<file path="config.mk">
export PLATFORM = sky130hd
export DESIGN_NAME = alu_req_arbiter
export DESIGN_NICKNAME = d
export VERILOG_FILES = /design/src/rtl/alu_arb_pkg.sv /design/src/rtl/alu_rr_arbiter.sv /design/src/rtl/alu_req_arbiter.sv
export SDC_FILE = /design/constraint.sdc
export NUM_CORES = 1
export LEC_CHECK = 0
export ABC_AREA = 1
export BUFFER_PORTS_ARGS = -buffer_cell sky130_fd_sc_hd__buf_2
export CAP_MARGIN = 25
export CORE_MARGIN = 1
export CORE_UTILIZATION = 47
export CTS_CLUSTER_SIZE = 40
export DETAILED_ROUTE_END_ITERATION = 7
export PLACE_DENSITY = 0.85
export SYNTH_ARGS = -nofsm -noshare
export SYNTH_HDL_FRONTEND = slang
export SYNTH_SLANG_ARGS = --single-unit
</file>
<file path="constraint.sdc">
create_clock -name CLK -period 1.9 [get_ports CLK]
set_input_delay 0.38 -clock CLK [delete_from_list [all_inputs] [get_ports CLK]]
set_output_delay 0.38 -clock CLK [all_outputs]
set_load 0.005 [all_outputs]
</file>
<file path="src/rtl/alu_arb_pkg.sv">
// alu_arb_pkg: shared types and helpers for the ALU request arbiter.
// Holds the FSM state enum, multiply command codes and flag indices.
package alu_arb_pkg;

   typedef enum logic [1:0] {
      IDLE,
      ISSUE,
      WAIT,
      RESP
   } state_t;

   localparam int CMD_MUL_INC = 9;
   localparam int CMD_MUL_SHL = 10;

   localparam int FLG_ERR   = 5;
   localparam int FLG_OFLOW = 4;
   localparam int FLG_COUT  = 3;
   localparam int FLG_G     = 2;
   localparam int FLG_L     = 1;
   localparam int FLG_E     = 0;

   // Multiply commands only exist in arithmetic mode.
   function automatic logic is_mul(input logic mode,
                                   input logic [15:0] cmd);
      return mode &&
             ((cmd == 16'(CMD_MUL_INC)) ||
              (cmd == 16'(CMD_MUL_SHL)));
   endfunction

endpackage

</file>
<file path="src/rtl/alu_rr_arbiter.sv">
// alu_rr_arbiter: 2-way grant logic for the ALU request arbiter.
// ALU_ARB_FIXED_PRIO_EN selects fixed priority (requester 0 wins).
module alu_rr_arbiter (
   input  logic       CLK,
   input  logic       RST,
   input  logic       en,
   input  logic [1:0] req,
   input  logic       adv,
   input  logic       nxt,
   output logic [1:0] gnt
);

   logic ptr;

`ifdef ALU_ARB_FIXED_PRIO_EN
   logic unused_ok;
   assign unused_ok = ^{CLK, RST, adv, nxt};
   assign ptr = 1'b0;
`else
   // Priority pointer moves when a response is accepted.
   always_ff @(posedge CLK) begin
      if (RST)
         ptr <= 1'b0;
      else if (adv)
         ptr <= nxt;
   end
`endif

   // Preferred requester first, the other as fallback.
   always_comb begin
      gnt = 2'b00;
      if (en) begin
         if (ptr == 1'b0)
            gnt = req[0] ? 2'b01 :
                  req[1] ? 2'b10 : 2'b00;
         else
            gnt = req[1] ? 2'b10 :
                  req[0] ? 2'b01 : 2'b00;
      end
   end

endmodule

</file>
<file path="src/rtl/alu_req_arbiter.sv">
// alu_req_arbiter: shares one registered ALU between two requesters.
// Build option ALU_ARB_FIXED_PRIO_EN: fixed priority instead of round-robin.
module alu_req_arbiter
   import alu_arb_pkg::*;
#(
   parameter int WIDTH     = 8,
   parameter int CMD_WIDTH = 4,
   parameter int STD_LAT   = 1,
   parameter int MUL_LAT   = 2
) (
   input  logic                   CLK,
   input  logic                   RST,
   input  logic [1:0]             req_valid,
   output logic [1:0]             req_ready,
   input  logic [1:0]             req_mode,
   input  logic [2*CMD_WIDTH-1:0] req_cmd,
   input  logic [2*WIDTH-1:0]     req_opa,
   input  logic [2*WIDTH-1:0]     req_opb,
   input  logic [1:0]             req_cin,
   input  logic [3:0]             req_inp_valid,
   output logic                   alu_ce,
   output logic                   alu_mode,
   output logic [CMD_WIDTH-1:0]   alu_cmd,
   output logic [WIDTH-1:0]       alu_opa,
   output logic [WIDTH-1:0]       alu_opb,
   output logic                   alu_cin,
   output logic [1:0]             alu_inp_valid,
   input  logic [WIDTH:0]         alu_res,
   input  logic [5:0]             alu_flags,
   output logic                   rsp_valid,
   input  logic                   rsp_ready,
   output logic                   rsp_id,
   output logic [WIDTH:0]         rsp_res,
   output logic [5:0]             rsp_flags
);

   localparam int LW = 4;

   state_t        state;
   logic [LW-1:0] lat_cnt;
   logic          id_r;
   logic [1:0]    gnt;
   logic          gid;
   logic          hs;
   logic          rr_en;
   logic          rr_adv;

   assign rr_en  = (state == IDLE) && !RST;
   assign rr_adv = (state == RESP) && rsp_ready;

   alu_rr_arbiter u_rr (
      .CLK (CLK),
      .RST (RST),
      .en  (rr_en),
      .req (req_valid),
      .adv (rr_adv),
      .nxt (~rsp_id),
      .gnt (gnt)
   );

   assign req_ready = gnt;
   assign gid       = gnt[1];
   assign hs        = |(req_valid & gnt);

   // Issue/wait/respond sequencing; the alu_* registers hold the
   // latched request while it is presented to the ALU.
   always_ff @(posedge CLK) begin
      if (RST) begin
         state         <= IDLE;
         lat_cnt       <= '0;
         id_r          <= 1'b0;
         alu_ce        <= 1'b0;
         alu_mode      <= 1'b0;
         alu_cmd       <= '0;
         alu_opa       <= '0;
         alu_opb       <= '0;
         alu_cin       <= 1'b0;
         alu_inp_valid <= 2'b00;
         rsp_valid     <= 1'b0;
         rsp_id        <= 1'b0;
         rsp_res       <= '0;
         rsp_flags     <= '0;
      end else begin
         unique case (state)
            IDLE: begin
               if (hs) begin
                  id_r     <= gid;
                  alu_ce   <= 1'b1;
                  alu_mode <= req_mode[gid];
                  alu_cin  <= req_cin[gid];
                  alu_cmd  <= gid ? req_cmd[CMD_WIDTH +: CMD_WIDTH]
                                  : req_cmd[0 +: CMD_WIDTH];
                  alu_opa  <= gid ? req_opa[WIDTH +: WIDTH]
                                  : req_opa[0 +: WIDTH];
                  alu_opb  <= gid ? req_opb[WIDTH +: WIDTH]
                                  : req_opb[0 +: WIDTH];
                  alu_inp_valid <= gid ? req_inp_valid[3:2]
                                       : req_inp_valid[1:0];
                  state    <= ISSUE;
               end
            end
            ISSUE: begin
               lat_cnt <= is_mul(alu_mode, 16'(alu_cmd)) ?
                          LW'(MUL_LAT) : LW'(STD_LAT);
               alu_ce        <= 1'b0;
               alu_mode      <= 1'b0;
               alu_cmd       <= '0;
               alu_opa       <= '0;
               alu_opb       <= '0;
               alu_cin       <= 1'b0;
               alu_inp_valid <= 2'b00;
               state         <= WAIT;
            end
            WAIT: begin
               lat_cnt <= lat_cnt - LW'(1);
               if (lat_cnt == LW'(1)) begin
                  rsp_res   <= alu_res;
                  rsp_flags <= alu_flags;
                  rsp_id    <= id_r;
                  rsp_valid <= 1'b1;
                  state     <= RESP;
               end
            end
            RESP: begin
               if (rsp_ready) begin
                  rsp_valid <= 1'b0;
                  state     <= IDLE;
               end
            end
            default: state <= IDLE;
         endcase
      end
   end

endmodule
</file>
==> results of run 1 <==
==> area by class of cell <==
type | count | share of cell area (%)
clock buffer | 6 | 2.60
clock inverter | 1 | 0.944
inverter | 31 | 3.70
multi-input combinational | 241 | 38.0
sequential | 50 | 31.5
tap | 67 | 2.64
timing repair buffer | 121 | 20.6
==> flip-flops by register name (all words and copies together), names as in the netlist <==
signal and flops:
alu_ce 1, alu_cin 1, alu_cmd 4, alu_inp_valid 2
alu_mode 1, alu_opa 8, alu_opb 8, id_r 1
lat_cnt 4, rsp_flags 6, rsp_id 1, rsp_res 9
rsp_valid 1, state 2, u_rr.ptr 1
==> power by group through the flow <==
stage          clock [mW]  combinational (mW)  sequential [mW]
3_3_place_gp            0                1.45             1.39
6_report            0.759                1.57             1.38
3_5_place_dp            0                1.49             1.40
5_1_grt             0.827                1.76             1.41
2_1_floorplan           0                1.03             1.40
4_1_cts             0.780                1.56             1.38
==> cells by family (layout without fill, tap and decap cells) <==
family,count (synthesis),count (layout),share of synthesized area [%]
AO/OA/AOI/OAI,71,71,15.2
adder cells (fa/ha/maj),7,7,3.61
buffers and inverters,52,159,9.54
flip-flops,50,50,41.2
AND/OR/NAND/NOR,163,163,30.5
==> layout by cell type, fill, tap and decap left out <==
cell,count
nand4_4,1
buf_2,111
ha_1,6
a31oi_1,1
nor3b_1,1
nor2_4,1
nand2_2,2
buf_4,8
bufinv_16,1
or2_2,1
ha_4,1
nor2_1,11
inv_2,4
a21oi_4,1
nand2_4,2
a21oi_1,49
clkinv_2,1
nor3_1,1
nand2_1,85
o21ai_0,20
clkbuf_8,6
nand4_1,1
and3_1,1
nand3_1,56
buf_12,2
inv_1,26
dfxtp_2,2
dfxtp_1,48
==> worst min path at each step <==
stage / from / end / slack, ns / depth (start not counted)
floorplan: rsp_res[7] / rsp_res[7] / 0.44 / 2
global placement: rsp_res[2] / rsp_res[2] / 0.43 / 2
detailed placement: rsp_flags[0] / rsp_flags[0] / 0.43 / 2
CTS: rsp_ready / u_rr.ptr / 0.34 / 3
global route: rsp_ready / u_rr.ptr / 0.35 / 3
finish: alu_res[8] / rsp_res[8] / 0.35 / 3
==> timing repair <==
action                                  4_1_cts  5_1_grt
hold buffers                                  0        0
setup buffers                                 1        0
endpoints found under the hold margin         0        0
endpoints found under the setup margin        1        0
gates resized for setup                       6        0
==> cell usage after synthesis, drive strengths merged <==
| library cell | n | share of area (%) |
|---|---|---|
| o21ai | 20 | 4.1 |
| nor3 | 1 | 0.21 |
| ha | 7 | 3.6 |
| inv | 30 | 4.6 |
| nand4 | 2 | 1.1 |
| or2 | 1 | 0.26 |
| dfxtp | 50 | 41 |
| nor2 | 12 | 2.2 |
| clkbuf | 11 | 1.7 |
| nand2 | 89 | 15 |
| and3 | 1 | 0.26 |
| nor3b | 1 | 0.31 |
| clkinv | 1 | 0.21 |
| buf | 10 | 3.0 |
| nand3 | 56 | 12 |
| a31oi | 1 | 0.26 |
| a21oi | 50 | 11 |
==> worst max-delay path: cells and delay by family, from the launching register on <==
kind,cells,cell delay (ns)
buf+inv,5,0.44
flops,1,0.35
simple gates,2,0.17
fa+ha+maj,1,0.16
==> per-layer routing <==
layer,global-route usage [%],wire length [µm],up-vias
met3,4.39,298,8
met2,41.0,3220,84
met5,0,0,-
met1,25.8,2560,1192
li1,-,-,1335
met4,10.5,69,0
==> metrics by stage <==
| stage | worst slack [ns] | utilization, % | hold WS (ns) | area [µm²] | power, mW |
|---|---|---|---|---|---|
| floorplan | 0.228 | - | 0.440 | 2430 | 2.42 |
| global placement | 0.210 | 62.8 | 0.428 | 3050 | 2.83 |
| detailed placement | 0.115 | 62.8 | 0.434 | 3050 | 2.89 |
| CTS | 0.0854 | 65.6 | 0.339 | 3180 | 3.72 |
| global route | 0.0166 | 65.6 | 0.345 | 3180 | 3.99 |
| finish | 0.0951 | 65.6 | 0.353 | 3180 | 3.71 |
==> summary.md, run 1 <==
| Metric | Value |
|---|---|
| CTS Buffer Depth | `2` |
| Critical path destination | `req_ready[1]` |
| Nets | `about 530` |
| Max VDD drop | `approximately 0.75 mV` |
| Post-Route Skew | `~0.0030 ns` |
| Total congestion overflow | `0` |
| Setup_tns | `0 ns` |
| Reg2reg end | `alu_opb[6]` |
| CP startpoint | `state[0]` |
| Sw Ratio | `37.8%` |
| Multi-input gate area | `about 1200 µm²` |
| Via Count | `about 2600` |
| H-tree depth | `2` |
| Num CTS Buffers | `5` |
| Area grow syn2layout | `31.0%` |
| Slew HR | `between 70% and 80%` |
| Post-Syn Area | `between 2000 and 2500 µm²` |
| Core ar. | `between 4000 and 5000 µm²` |
| RSZ-0062 raised after global routing | `false` |
| Worst r2r path cells | `10` |
| Residual DRC count | `0` |
| P per Cell Area | `1170 nW/µm²` |
| CP max FO | `7` |
| Crit Path Category | `flip-flop to primary output` |
| Initial Util | `about half` |
| Yosys cell types | `25` |
| Io pins | `between 100 and 150` |
| PortBufs | `111` |
| Worst Tran Pin Value | `just over 0.4 ns` |
| Ys Warns | `0` |
| Final Hold Fails | `0` |
| Vias per inst | `~5.1` |
| Final HPWL DP | `4380 µm` |
| Flops & latches, synth | `50` |
| Startpoint types | `flip-flop` |
| Share of layout cells above drive strength 1 | `about a third` |
| Worst path slowest cell | `dfxtp_2` |
| Die Y | `between 70 and 80 µm` |
| Initial antenna violation count | `0` |
| Worst skew pair latency | `approximately 0.30 ns` |
| Clk pwr share | `between 20% and 30%` |
| Cell count after synthesis | `343` |
| Outcome | `finished, final reports clean` |
| Leak | `approximately 1.6 nW` |
| Die ar. | `5460 µm²` |
| Part of the power in registers | `37.3%` |
| Clock root buffer | `clkbuf_8` |
| Worst stage delay on the critical path | `roughly 0.35 ns` |
| Critical Path End Type | `primary output` |
| Syn Area/Cell | `about 7.1 µm²` |
| DRT iter0 DRCs | `a little under 100` |
| Area taken by flip-flops and latches | `1000 µm²` |
| Site Rows | `25` |
| Critical path arrival | `between 1 and 1.5 ns` |
| Worst r2r src | `state[0]` |
| CP dominant cell by count | `inv_2` |
| Clk slew on worst S/H paths | `~0.090 ns` |
| Syn nets | `418` |
| Slew Limit Fails | `0` |
| Highest clock rate | `~550 MHz` |
| Critical Path RT | `1.52 ns` |
| P_sw | `roughly 1.4 mW` |
| WL/cell | `approximately 12 µm` |
| P_int | `roughly 2.3 mW` |
| DRT antenna net count | `0` |
| Vias in the first global route | `~2300` |
| Reg2reg setup slack | `0.14 ns` |
| Final Instance Count excl. Fillers | `between 500 and 600` |
| Placed insts | `509` |
| Drt pass-1 iters | `5` |
| Sequential share of the synthesized area | `between 40% and 50%` |
| Antenna cells | `0` |
| Fill cells | `roughly 410` |
| Setup-failing EPs final | `0` |
| Final wirelength | `6150 µm` |
| Period utilization | `95.0%` |
| Largest net degree at the start of global routing | `34` |
| Hold Path Class | `input port to flip-flop` |
| Min Tclk post-route | `roughly 1.8 ns` |
| # clock sinks | `50` |
| Comb pwr share | `42.3%` |
| CTS tree | `done` |
| First-pass GRT wire length | `approximately 9700 µm` |
| GRT Resource Usage Total | `a little under a quarter` |
| Placer congestion estimate | `approximately 0.8` |
| Max Cap Viol | `0` |
| CP Cell Sequence | `inv_2, ha_4, inv_2, nor2_4, nand2_4, buf_4, inv_1, buf_2` |
| Die W | `between 70 and 80 µm` |
Note: power is estimated with default switching activity, not from simulation.
==> run 2, diff against run 1 <==
--- a/config.mk
+++ b/config.mk
@@ -9,10 +9,11 @@
 export BUFFER_PORTS_ARGS = -buffer_cell sky130_fd_sc_hd__buf_2
 export CAP_MARGIN = 25
 export CORE_MARGIN = 1
-export CORE_UTILIZATION = 47
+export CORE_UTILIZATION = 51
 export CTS_CLUSTER_SIZE = 40
 export DETAILED_ROUTE_END_ITERATION = 7
-export PLACE_DENSITY = 0.85
+export PLACE_DENSITY = 0.91
 export SYNTH_ARGS = -nofsm -noshare
 export SYNTH_HDL_FRONTEND = slang
+export SYNTH_HIERARCHICAL = 1
 export SYNTH_SLANG_ARGS = --single-unit
==> constraint.sdc (replaced) <==
create_clock -name CLK -period 2.1 [get_ports CLK]
set_input_delay 0.42 -clock CLK [delete_from_list [all_inputs] [get_ports CLK]]
set_output_delay 0.42 -clock CLK [all_outputs]
set_load 0.005 [all_outputs]
==> run 2 against run 1 <==
Net effect:
- register-to-register slack lost 0.05 ns
- sequential share of layout area shrank 1.6 points
- critical path type unchanged
- cell area grew 5.5%
- total power shrank 14%
- sequential power shrank 14%
- highest routed layer unchanged
==> summary.md, run 2 <==
| Metric | Value |
|---|---|
| Core ar. | `4720 µm²` |
| Syn Area/Cell | `between 7 and 8 µm²` |
| Largest net degree at the start of global routing | `33` |
| Share of layout cells above drive strength 1 | `31.9%` |
| Hold Slack | `a little under 0.4 ns` |
| Antenna cells | `0` |
| CTS tree | `done` |
| Nets | `around 540` |
| Residual DRC count | `0` |
| Comb pwr share | `43.5%` |
| P_sw | `1.29 mW` |
| Multi-input gate area | `about 1200 µm²` |
| Worst skew pair latency | `0.31 ns` |
| Num CTS Buffers | `5` |
| Top flop regs | `rsp_res x9, alu_opa x8, alu_opb x8` |
| Max Cap Viol | `0` |
| Commonest cells after routing, fill and taps aside | `buf_2, inv_1, a21oi_1, dfxtp_1, nand2_1` |
| Slew HR | `around half` |
| Post-synth top area share | `around 40%` |
| Ys Warns | `6` |
| Worst path slowest cell | `dfxtp_4` |
| Drt pass-1 iters | `5` |
| Core Util, Final | `a little under three quarters` |
| Setup-failing EPs final | `0` |
| Clk pwr share | `between 10% and 20%` |
| Worst Tran Pin Value | `around 0.72 ns` |
| Area post-placement | `3080 µm²` |
| DRT antenna net count | `0` |
| Count of flip-flops with a built-in enable after synthesis | `0` |
| Vias per inst | `approximately 5.3` |
| Biggest register | `rsp_res` |
| Yosys top cell by area | `dfxtp_1` |
| Most used DFF post-synth | `dfxtp_1` |
| Site Rows | `25` |
| Hold Path Class | `input port to flip-flop` |
| Synth area leaders | `dfxtp_1, a21oi_1, inv_1` |
| Period utilization | `between 90% and 100%` |
| Placer congestion estimate | `about 0.8` |
| Final Power | `approximately 3.2 mW` |
| P per Cell Area | `about 960 nW/µm²` |
| Final Instance Count excl. Fillers | `534` |
| Clk slew on worst S/H paths | `0.08 ns` |
| Area taken by flip-flops and latches | `between 1000 and 1500 µm²` |
| CP Cell Sequence | `inv_2, ha_4, inv_1, nor2_2, nand2_1, a21oi_1, buf_2` |
| # clock sinks | `50` |
| Share of synthesized flip-flops with an asynchronous set or reset | `0%` |
| Post-Syn Area | `between 2000 and 3000 µm²` |
| Final wirelength | `~7000 µm` |
| Part of the power in registers | `between 30% and 40%` |
| Min Tclk post-route | `roughly 2 ns` |
| Via Count | `~2800` |
| Critical Path End Type | `primary output` |
| First-pass GRT wire length | `10600 µm` |
| Most frequent cell after synthesis | `inv_1` |
| Crit Path Category | `flip-flop to primary output` |
| CP max FO | `3` |
| Leak | `1.59 nW` |
| Worst stage delay on the critical path | `0.36 ns` |
| GRT Resource Usage Total | `25.5%` |
| Die W | `just over 70 µm` |
| Area grow syn2layout | `33.8%` |
| Most common cell after layout, fill and taps aside | `buf_2` |
| Syn nets | `roughly 430` |
| Slew Limit Fails | `0` |
| Initial Util | `between 50% and 60%` |
| Total congestion overflow | `0` |
| Outcome | `finished, final reports clean` |
| Top post-synthesis cells by count | `inv_1, dfxtp_1, a21oi_1` |
| Placed insts | `between 500 and 600` |
| Initial antenna violation count | `0` |
| Die Y | `~72 µm` |
| PortBufs | `around 110` |
| Final HPWL DP | `around 4400 µm` |
| Final Hold Fails | `0` |
| Clock root buffer | `clkbuf_8` |
| Io pins | `112` |
| Yosys cell types | `24` |
| Highest clock rate | `494 MHz` |
| Sequential share of the synthesized area | `between 30% and 40%` |
| Flops & latches, synth | `50` |
| H-tree depth | `2` |
| Critical path arrival | `approximately 1.6 ns` |
| Final Cell Area | `approximately 3400 µm²` |
| WL/cell | `between 10 and 15 µm` |
| Die ar. | `5200 µm²` |
| Critical Path RT | `1.68 ns` |
| Number of flip-flops in the largest register | `9` |
| Startpoint types | `flip-flop` |
| Fill cells | `~350` |
| Vias in the first global route | `about 2500` |
| Sw Ratio | `40.3%` |
| CTS Buffer Depth | `2` |
| Max VDD drop | `0.637 mV` |
| DRT iter0 DRCs | `311` |
| Cell count after synthesis | `around 360` |
| P_int | `between 1.5 and 2 mW` |
| Post-Route Skew | `about 0.013 ns` |
run 2: timing repair:
action	4_1_cts	5_1_grt
gates cloned	2	1
endpoints found under the setup margin	1	29
gates resized for setup	2	13
hold buffers	0	0
buffers inserted	2	5
pin swaps	0	2
run 2: power groups by stage:
stage / Sequential [mW] / Combinational, mW / Clock, mW
5_1_grt: 1.20 / 1.53 / 0.665
3_5_place_dp: 1.20 / 1.17 / 0
6_report: 1.19 / 1.39 / 0.623
2_1_floorplan: 1.19 / 0.855 / 0
4_1_cts: 1.18 / 1.23 / 0.628
3_3_place_gp: 1.19 / 1.14 / 0
run 2: final cells by class:
cell class,count,area share [%]
flip-flops and latches,50,30.0
clock buffers,7,2.87
well taps,67,2.50
inverters,60,6.71
repair buffers,126,21.8
multi-input cells,223,35.9
clock inverters,1,0.261
run 2: metrics by stage:
step	setup WS, ns	setup TNS [ns]
final	0.0748	0
after global routing	-0.0435	-0.118
after CTS	0.00412	0
after detailed placement	0.150	0
after global placement	0.290	0
after floorplan	0.206	0
run 2: cell families after synthesis:
logic type / after synthesis / synth area share, %
AND/OR/NAND/NOR: 122 / 23.4
AO/OA/AOI/OAI: 93 / 18.6
buffers and inverters: 84 / 14.6
flip-flops: 50 / 39.9
adder cells (fa/ha/maj): 7 / 3.49
run 2: layer usage:
metal	vias up	track usage, %	routed length [µm]
met4	0	7.84	118
met5	-	0	0
met3	17	5.69	514
met2	133	49.4	3690
met1	1275	27.1	2730
li1	1395	-	-
run 2: path summary, 6_finish.rpt:
| path | from | endpoint | slack (ns) | cells after the start |
|---|---|---|---|---|
| max reg2reg | state[0] | alu_opa[2] | 0.09 | 12 |
| min reg2reg | rsp_flags[3] | rsp_flags[3] | 0.44 | 2 |
| max | state[0] | req_ready[0] | 0.07 | 7 |
| min | alu_res[8] | rsp_res[8] | 0.39 | 3 |
run 2: critical path: cells and delay by family, from the launching register on:
family                   cells  cell delay [ns]
AO/OA/AOI/OAI                1             0.23
adder cells (fa/ha/maj)      1             0.15
buffers and inverters        3             0.34
flip-flops                   1             0.36
AND/OR/NAND/NOR              2             0.22
